===== src/rtl/page_board_render.sv =====
// page_board_render: pipelined VGA renderer for the game board.
// Draws ROWS x COLS 2x-scaled digit tiles using an external synchronous font ROM.
// Ports:
//   vga_clk, vga_rst   pixel clock, async active-high reset
//   x_pos, y_pos       current pixel coordinate
//   total_number       active tiles per row (0 or >COLS means COLS)
//   status             packed tile digits, tile t at [4t+3:4t]
//   cur_player         player to move
//   cur_select         cursor tile index
//   selected           locked tile index
//   selecting          selected is valid
//   game_end           0 playing, 1 p0 won, 2 p1 won, 3 draw
//   rom_addr, rom_data font ROM address out, pixel bit back ROM_LAT cycles later
//   pixel_data         {B,G,R} colour, 2+ROM_LAT cycles after x_pos/y_pos
module page_board_render #(
    parameter int ROWS         = 2,
    parameter int COLS         = 5,
    parameter int TILE_W       = 80,
    parameter int TILE_H       = 128,
    parameter int ROW_Y0       = 86,
    parameter int ROW_PITCH    = 180,
    parameter int ROM_LAT      = 1,
    parameter int BLINK_FRAMES = 30,
    parameter int FLASH_FRAMES = 20,
    parameter int IDXW         = $clog2(ROWS * COLS)
) (
    input  logic                   vga_clk,
    input  logic                   vga_rst,
    input  logic [9:0]             x_pos,
    input  logic [9:0]             y_pos,
    input  logic [3:0]             total_number,
    input  logic [ROWS*COLS*4-1:0] status,
    input  logic                   cur_player,
    input  logic [IDXW-1:0]        cur_select,
    input  logic [IDXW-1:0]        selected,
    input  logic                   selecting,
    input  logic [1:0]             game_end,
    output logic [14:0]            rom_addr,
    input  logic                   rom_data,
    output logic [11:0]            pixel_data
);

    localparam int NT  = ROWS * COLS;
    localparam int FW  = $clog2(FLASH_FRAMES + 1);
    localparam int BW  = $clog2(BLINK_FRAMES);
    // Glyph is 32 source columns doubled, centred in the tile
    localparam int GX0 = (TILE_W - 64) / 2;

    typedef struct packed {
        logic        border;
        logic        glyph_en;
        logic [11:0] glyph_col;
        logic [11:0] bg;
    } flags_t;

    logic [NT*4-1:0] r_shadow;
    logic [FW-1:0]   r_flash [NT];
    logic [BW-1:0]   r_blink_cnt;
    logic            r_blink_phase;
    logic            r_primed;
    logic [14:0]     r_rom_addr;
    flags_t          r_dly [ROM_LAT+1];
    logic [11:0]     r_pix;

    logic [3:0]      w_n;
    logic [9:0]      w_left;
    logic            w_hit;
    logic            w_row_odd;
    logic            w_flash;
    logic [IDXW-1:0] w_tile;
    logic [6:0]      w_dx;
    logic [6:0]      w_dy;
    logic [3:0]      w_digit;
    logic            w_gbox;
    logic            w_edge;
    logic            w_fs;
    logic [4:0]      w_gx;
    logic [5:0]      w_gy;
    logic [14:0]     w_addr;
    flags_t          w_flags;

    assign w_n = (total_number == 4'd0 || int'(total_number) > COLS)
                 ? 4'(COLS) : total_number;
    assign w_left = 10'(320 - (TILE_W * int'(w_n)) / 2);

    // Tile hit test; digit and flash state come from the frame-frozen copy
    always_comb begin
        w_hit     = 1'b0;
        w_row_odd = 1'b0;
        w_tile    = '0;
        w_dx      = '0;
        w_dy      = '0;
        w_digit   = '0;
        w_flash   = 1'b0;
        for (int r = 0; r < ROWS; r++) begin
            for (int c = 0; c < COLS; c++) begin
                if (c < int'(w_n) &&
                    x_pos >= w_left + 10'(c * TILE_W) &&
                    x_pos <  w_left + 10'((c + 1) * TILE_W) &&
                    y_pos >= 10'(ROW_Y0 + r * ROW_PITCH) &&
                    y_pos <  10'(ROW_Y0 + r * ROW_PITCH + TILE_H)) begin
                    w_hit     = 1'b1;
                    w_row_odd = 1'(r);
                    w_tile    = IDXW'(r * COLS + c);
                    w_dx      = 7'(x_pos - w_left - 10'(c * TILE_W));
                    w_dy      = 7'(y_pos - 10'(ROW_Y0 + r * ROW_PITCH));
                    w_digit   = r_shadow[4*(r*COLS+c) +: 4];
                    w_flash   = r_flash[r*COLS+c] != '0;
                end
            end
        end
    end

    assign w_gbox = w_hit && w_dx >= 7'(GX0) && w_dx < 7'(GX0 + 64);
    assign w_gx   = 5'((w_dx - 7'(GX0)) >> 1);
    assign w_gy   = w_dy[6:1];
    assign w_addr = 15'(w_digit) * 15'd32 + 15'(w_gx) + 15'(w_gy) * 15'd320;
    assign w_edge = w_dx < 7'd4 || w_dx >= 7'(TILE_W - 4) ||
                    w_dy < 7'd4 || w_dy >= 7'(TILE_H - 4);
    assign w_fs   = x_pos == 10'd0 && y_pos == 10'd0;

    // Colour decisions made up front; only the ROM bit is applied late
    always_comb begin
        w_flags = '0;
        w_flags.border = w_hit && w_edge && w_tile == cur_select &&
                         game_end == 2'd0 && (!r_blink_phase || selecting);
        w_flags.glyph_en = w_gbox && w_digit <= 4'd9;
        if (w_flash)
            w_flags.glyph_col = 12'hf00;
        else if (selecting && w_tile == selected && game_end == 2'd0)
            w_flags.glyph_col = 12'h0f0;
        else
            w_flags.glyph_col = 12'h000;
        if (!w_hit)
            w_flags.bg = 12'hfff;
        else if ((game_end == 2'd1 && !w_row_odd) ||
                 (game_end == 2'd2 && w_row_odd))
            w_flags.bg = 12'h8f8;
        else if (game_end == 2'd3)
            w_flags.bg = 12'hccc;
        else if (w_row_odd == cur_player)
            w_flags.bg = 12'hfff;
        else
            w_flags.bg = 12'haaa;
    end

    // Frame-start bookkeeping: board snapshot, flash timers, cursor blink
    always_ff @(posedge vga_clk or posedge vga_rst) begin
        if (vga_rst) begin
            r_shadow      <= '0;
            r_primed      <= 1'b0;
            r_blink_cnt   <= '0;
            r_blink_phase <= 1'b0;
            for (int t = 0; t < NT; t++)
                r_flash[t] <= '0;
        end else if (w_fs) begin
            r_shadow <= status;
            r_primed <= 1'b1;
            if (r_blink_cnt == BW'(BLINK_FRAMES - 1)) begin
                r_blink_cnt   <= '0;
                r_blink_phase <= ~r_blink_phase;
            end else begin
                r_blink_cnt <= r_blink_cnt + BW'(1);
            end
            for (int t = 0; t < NT; t++) begin
                if (r_primed && status[4*t +: 4] != r_shadow[4*t +: 4])
                    r_flash[t] <= FW'(FLASH_FRAMES);
                else if (r_flash[t] != '0)
                    r_flash[t] <= r_flash[t] - FW'(1);
            end
        end
    end

    // Pixel pipeline: classify, wait out the ROM, compose
    always_ff @(posedge vga_clk or posedge vga_rst) begin
        if (vga_rst) begin
            r_rom_addr <= '0;
            r_pix      <= '0;
            for (int i = 0; i <= ROM_LAT; i++)
                r_dly[i] <= '0;
        end else begin
            r_rom_addr <= w_gbox ? w_addr : '0;
            r_dly[0]   <= w_flags;
            for (int i = 1; i <= ROM_LAT; i++)
                r_dly[i] <= r_dly[i-1];
            if (r_dly[ROM_LAT].border)
                r_pix <= 12'h00f;
            else if (r_dly[ROM_LAT].glyph_en && rom_data)
                r_pix <= r_dly[ROM_LAT].glyph_col;
            else
                r_pix <= r_dly[ROM_LAT].bg;
        end
    end

    assign rom_addr   = r_rom_addr;
    assign pixel_data = r_pix;

endmodule


===== config.mk =====
export PLATFORM = sky130hd
export DESIGN_NAME = page_board_render
export DESIGN_NICKNAME = d
export VERILOG_FILES = /design/src/rtl/page_board_render.sv
export SDC_FILE = /design/constraint.sdc
export NUM_CORES = 1
export LEC_CHECK = 0
export ABC_AREA = 1
export BUFFER_PORTS_ARGS = -buffer_cell sky130_fd_sc_hd__buf_2
export CELL_PAD_IN_SITES_DETAIL_PLACEMENT = 1
export CELL_PAD_IN_SITES_GLOBAL_PLACEMENT = 1
export CORE_UTILIZATION = 40
export CTS_BUF_LIST = sky130_fd_sc_hd__clkbuf_16
export CTS_CLUSTER_SIZE = 8
export DETAILED_ROUTE_END_ITERATION = 6
export PLACE_DENSITY = 0.85
export SLEW_MARGIN = 15
export SYNTH_ARGS = -nofsm -noshare
export SYNTH_HDL_FRONTEND = slang
export SYNTH_SLANG_ARGS = --single-unit

===== constraint.sdc =====
create_clock -name vga_clk -period 5.8 [get_ports vga_clk]
set_input_delay 1.16 -clock vga_clk [delete_from_list [all_inputs] [get_ports vga_clk]]
set_output_delay 1.16 -clock vga_clk [all_outputs]
set_load 0.005 [all_outputs]

==> flow_summary.toml <==
[synthesis]
synthesis.area_per_instance_um2 = 7.53
synth_mux_area_share_pct = 0
synth_simple_gate_area_share_pct = 28.8
yosysWarnings = 0
synth.largest_area_cell = "sky130_fd_sc_hd__dfrtp_1"
synth_seq_area_share_pct = 35.8
yosys.cell_count.top_type = "sky130_fd_sc_hd__nand2_1"
synth_enable_flop_cells = 0
syn_nets = 1519
synthDominantCellAreaShare_pct = 35.8
async_flop_share_pct = 100
post_synth_main_area_contributors = "sky130_fd_sc_hd__dfrtp_1, sky130_fd_sc_hd__nand2_1, sky130_fd_sc_hd__ha_1, sky130_fd_sc_hd__inv_1, sky130_fd_sc_hd__xor2_1"
ys_ff_latch = 146
syn-instance-count = 1356
synth_fa_ha_area_share_pct = 10.6
main_combinational_cell_family_by_area_after_synthesis = "simple AND/OR/NAND/NOR gates"
post_synth_num_cell_types = 53
synth-compound-area-share_pct = 9.73
postSynth.topFlopCell = "sky130_fd_sc_hd__dfrtp_1"
synth_common_cells = "sky130_fd_sc_hd__nand2_1, sky130_fd_sc_hd__inv_1, sky130_fd_sc_hd__dfrtp_1, sky130_fd_sc_hd__nor2_1, sky130_fd_sc_hd__nand3_1"
post_synth_xor_area_fraction_pct = 7.04
synth.cell_area_um2 = 10200

[placement]
dpl-instance-area_um2 = 12200
placed_cells = 1885
gp_routability_congestion = 0.876
dp_hpwl_mm = 24.7
port_buffers = 105

[cells_and_area]
final-seq-area_um2 = 3650
num-fill-cells = 3049
layout.cell_area.non_filler_um2 = 13900
antenna-diode-count = 0
nNetsFinal = 1801
finalNonFillerCells = 1980
ratio_of_cells_with_drive_above_1_in_the_final_layout_pct = 31.3
multi_input_combinational_cell_area_um2 = 6570
syn2layout_area_growth_pct = 36.6

[drt]
route.detailed.vias_per_inst = 5.83
drt_pass1_iterations = 7
drcViolationCount = 0
totalWireLength_mm = 47.5
drt-wirelength-per-cell_um = 24.0
number_of_nets_with_antenna_violations_after_detailed_routing = 0
drt_first_iter_violations = 960
vias = 11544

[global_routing]
grt_remaining_overflow = 0
antenna_found_initial = 0
first_pass_grt_wire_length_mm = 64.8
pin_count_of_the_biggest_net_entering_global_routing = 103
grt_pass1_vias = 11999
globalRouteTotalUtil_pct = 32.0

[power]
max-vdd-ir-drop_mv = 0.216
leakage_power_nw = 7.32
power_density_nw_per_um2 = 351
total_power_w = 0.00490

[setup_path]
timing.critical_path.from_type = "input pin"
worst_ep_required_time_ps = 6170
crit_path_max_fanout = 6
critPathTopFamily = "buffers and inverters"
slowest_stage = "sky130_fd_sc_hd__ha_4"
cp.buffers_inverters = 21
critPathArrivalTime_ps = 7130
crit_type = "input pin to flop"
critPathMaxStageDelay_ps = 330
critPathMostFrequentCell = "sky130_fd_sc_hd__buf_4"
crit_path_end_kind = "flop"

[clocking]
clkSinkCount = 146
tritoncts = "done"
clk_pin_slew_worst_paths_ps = 70
worst_skew_pair.late_latency_ps = 450
cts_buffers = 17
cts_htree_levels = 4
clock_path_buffers = 2
ctsRootBufferMaster = "sky130_fd_sc_hd__clkbuf_16"

[timing]
setup_tns_ps = -11020
final_critical_path_setup_slack_ps = -964
hold-worst-slack_ps = 356
timing.fmax_mhz = 148
maxSlewViolCount = 0
rsz0062_at_grt = "true"
report.final.hold_viol_count = 0
final_min_period_over_clock_period_pct = 117
worst-slew-pin-transition_ps = 946
timing.final.crit_period_ps = 6760
finalSetupViolCount = 18
slew_headroom_pct = 37.0
finalClockSkew_ps = 14.5

[job]
max_cap_violations = 0

[status]
failed_checks = "negative setup slack"
run_status = "complete, but fails checks"

[min_path]
worstHoldPathType = "flop to flop"

[floorplan]
pin_count = 106
starting_density_of_the_core_pct = 40.7
dieArea_um2 = 26200
die_h_um = 162
floorplan.rows = 58
die_x_um = 162
core_area_um2 = 25100
## cell families after synthesis
family | count (synthesis)
XOR/XNOR | 82
flip-flops | 146
other | 2
AND/OR/NAND/NOR | 658
AO/OA/AOI/OAI | 179
buffers and inverters | 205
adder cells (fa/ha/maj) | 84
## metrics by stage
stage	setup slack [ps]	util [%]
2_1_floorplan	-488	-
3_3_place_gp	-808	48.5
3_5_place_dp	-1120	48.5
4_1_cts	-452	54.0
5_1_grt	-1120	55.6
6_report	-964	55.6
## what timing repair did
item,CTS,global route
setup endpoints to repair,17,19
pin swaps,83,52
endpoints found under the hold margin,0,0
gates cloned,1,0
setup buffers,48,25
resized for setup,119,74
hold buffers,0,0
## final cells by class
type                    instances  share of cell area (%)
multi-input cells            1005                    47.1
clock buffers                  17                    3.05
clock inverters                14                   0.942
well taps                     330                    2.96
repair buffers                283                    14.5
flip-flops and latches        146                    26.2
inverters                     185                    5.19
## flip-flops by register name (all words and copies together) (netlist names)
register	count
r_blink_cnt	5
r_shadow	40
r_primed	1
r_flash	50
rom_addr	15
r_dly	22
r_blink_phase	1
pixel_data	12
## power breakdown
part / leakage, nW / internal, W / switching (W)
clock: 0.262 / 0.000595 / 0.000527
sequential: 1.82 / 0.00112 / 0.0000326
combinational: 5.24 / 0.00110 / 0.00153
## path summary, 6_finish.rpt
path / from / endpoint / slack, ps / depth (start not counted)
setup / recovery: total_number[2] / rom_addr[14] / -960 / 48
hold / removal: r_dly[48] / r_dly[22] / 360 / 0
setup reg to reg: r_shadow[5] / rom_addr[14] / 2900 / 18
hold reg to reg: r_dly[48] / r_dly[22] / 360 / 0
max in group asynchronous: vga_rst / r_flash[32] / 3680 / 3
min in group asynchronous: vga_rst / r_blink_cnt[4] / 950 / 2
## routing by layer
layer	wire length (um)	vias up	track usage, %	share of wire (%)
met5	0	-	0	0
met4	3620	0	19.7	7.6
met3	3310	301	5.34	7.0
met2	23700	714	58.2	50
met1	16900	5645	34.7	36
li1	-	4884	-	-
## cell usage in the layout (no fill, tap or decap), drive strengths merged
cell,Yosys,layout
or2,7,7
a41oi,1,1
o22ai,19,19
nand3,93,93
or3,1,1
a21boi,1,1
nand4,10,10
nand3b,6,6
nor4,2,2
buf,9,283
xor2,60,60
o211ai,4,4
nand2,374,374
bufinv,0,1
clkbuf,11,17
ha,80,80
dfrtp,146,146
or4,1,1
clkinvlp,0,5
o31ai,1,1
inv,184,191
nor3,18,18
a21o,5,5
o21a,2,2
conb,2,2
o2111ai,1,1
o21ai,79,79
nor2,146,146
clkinv,1,2
xnor2,22,22
fa,4,4
a221oi,1,1
a31oi,10,10
a21oi,55,55
No activity file was read; power rests on OpenSTA's default activity.
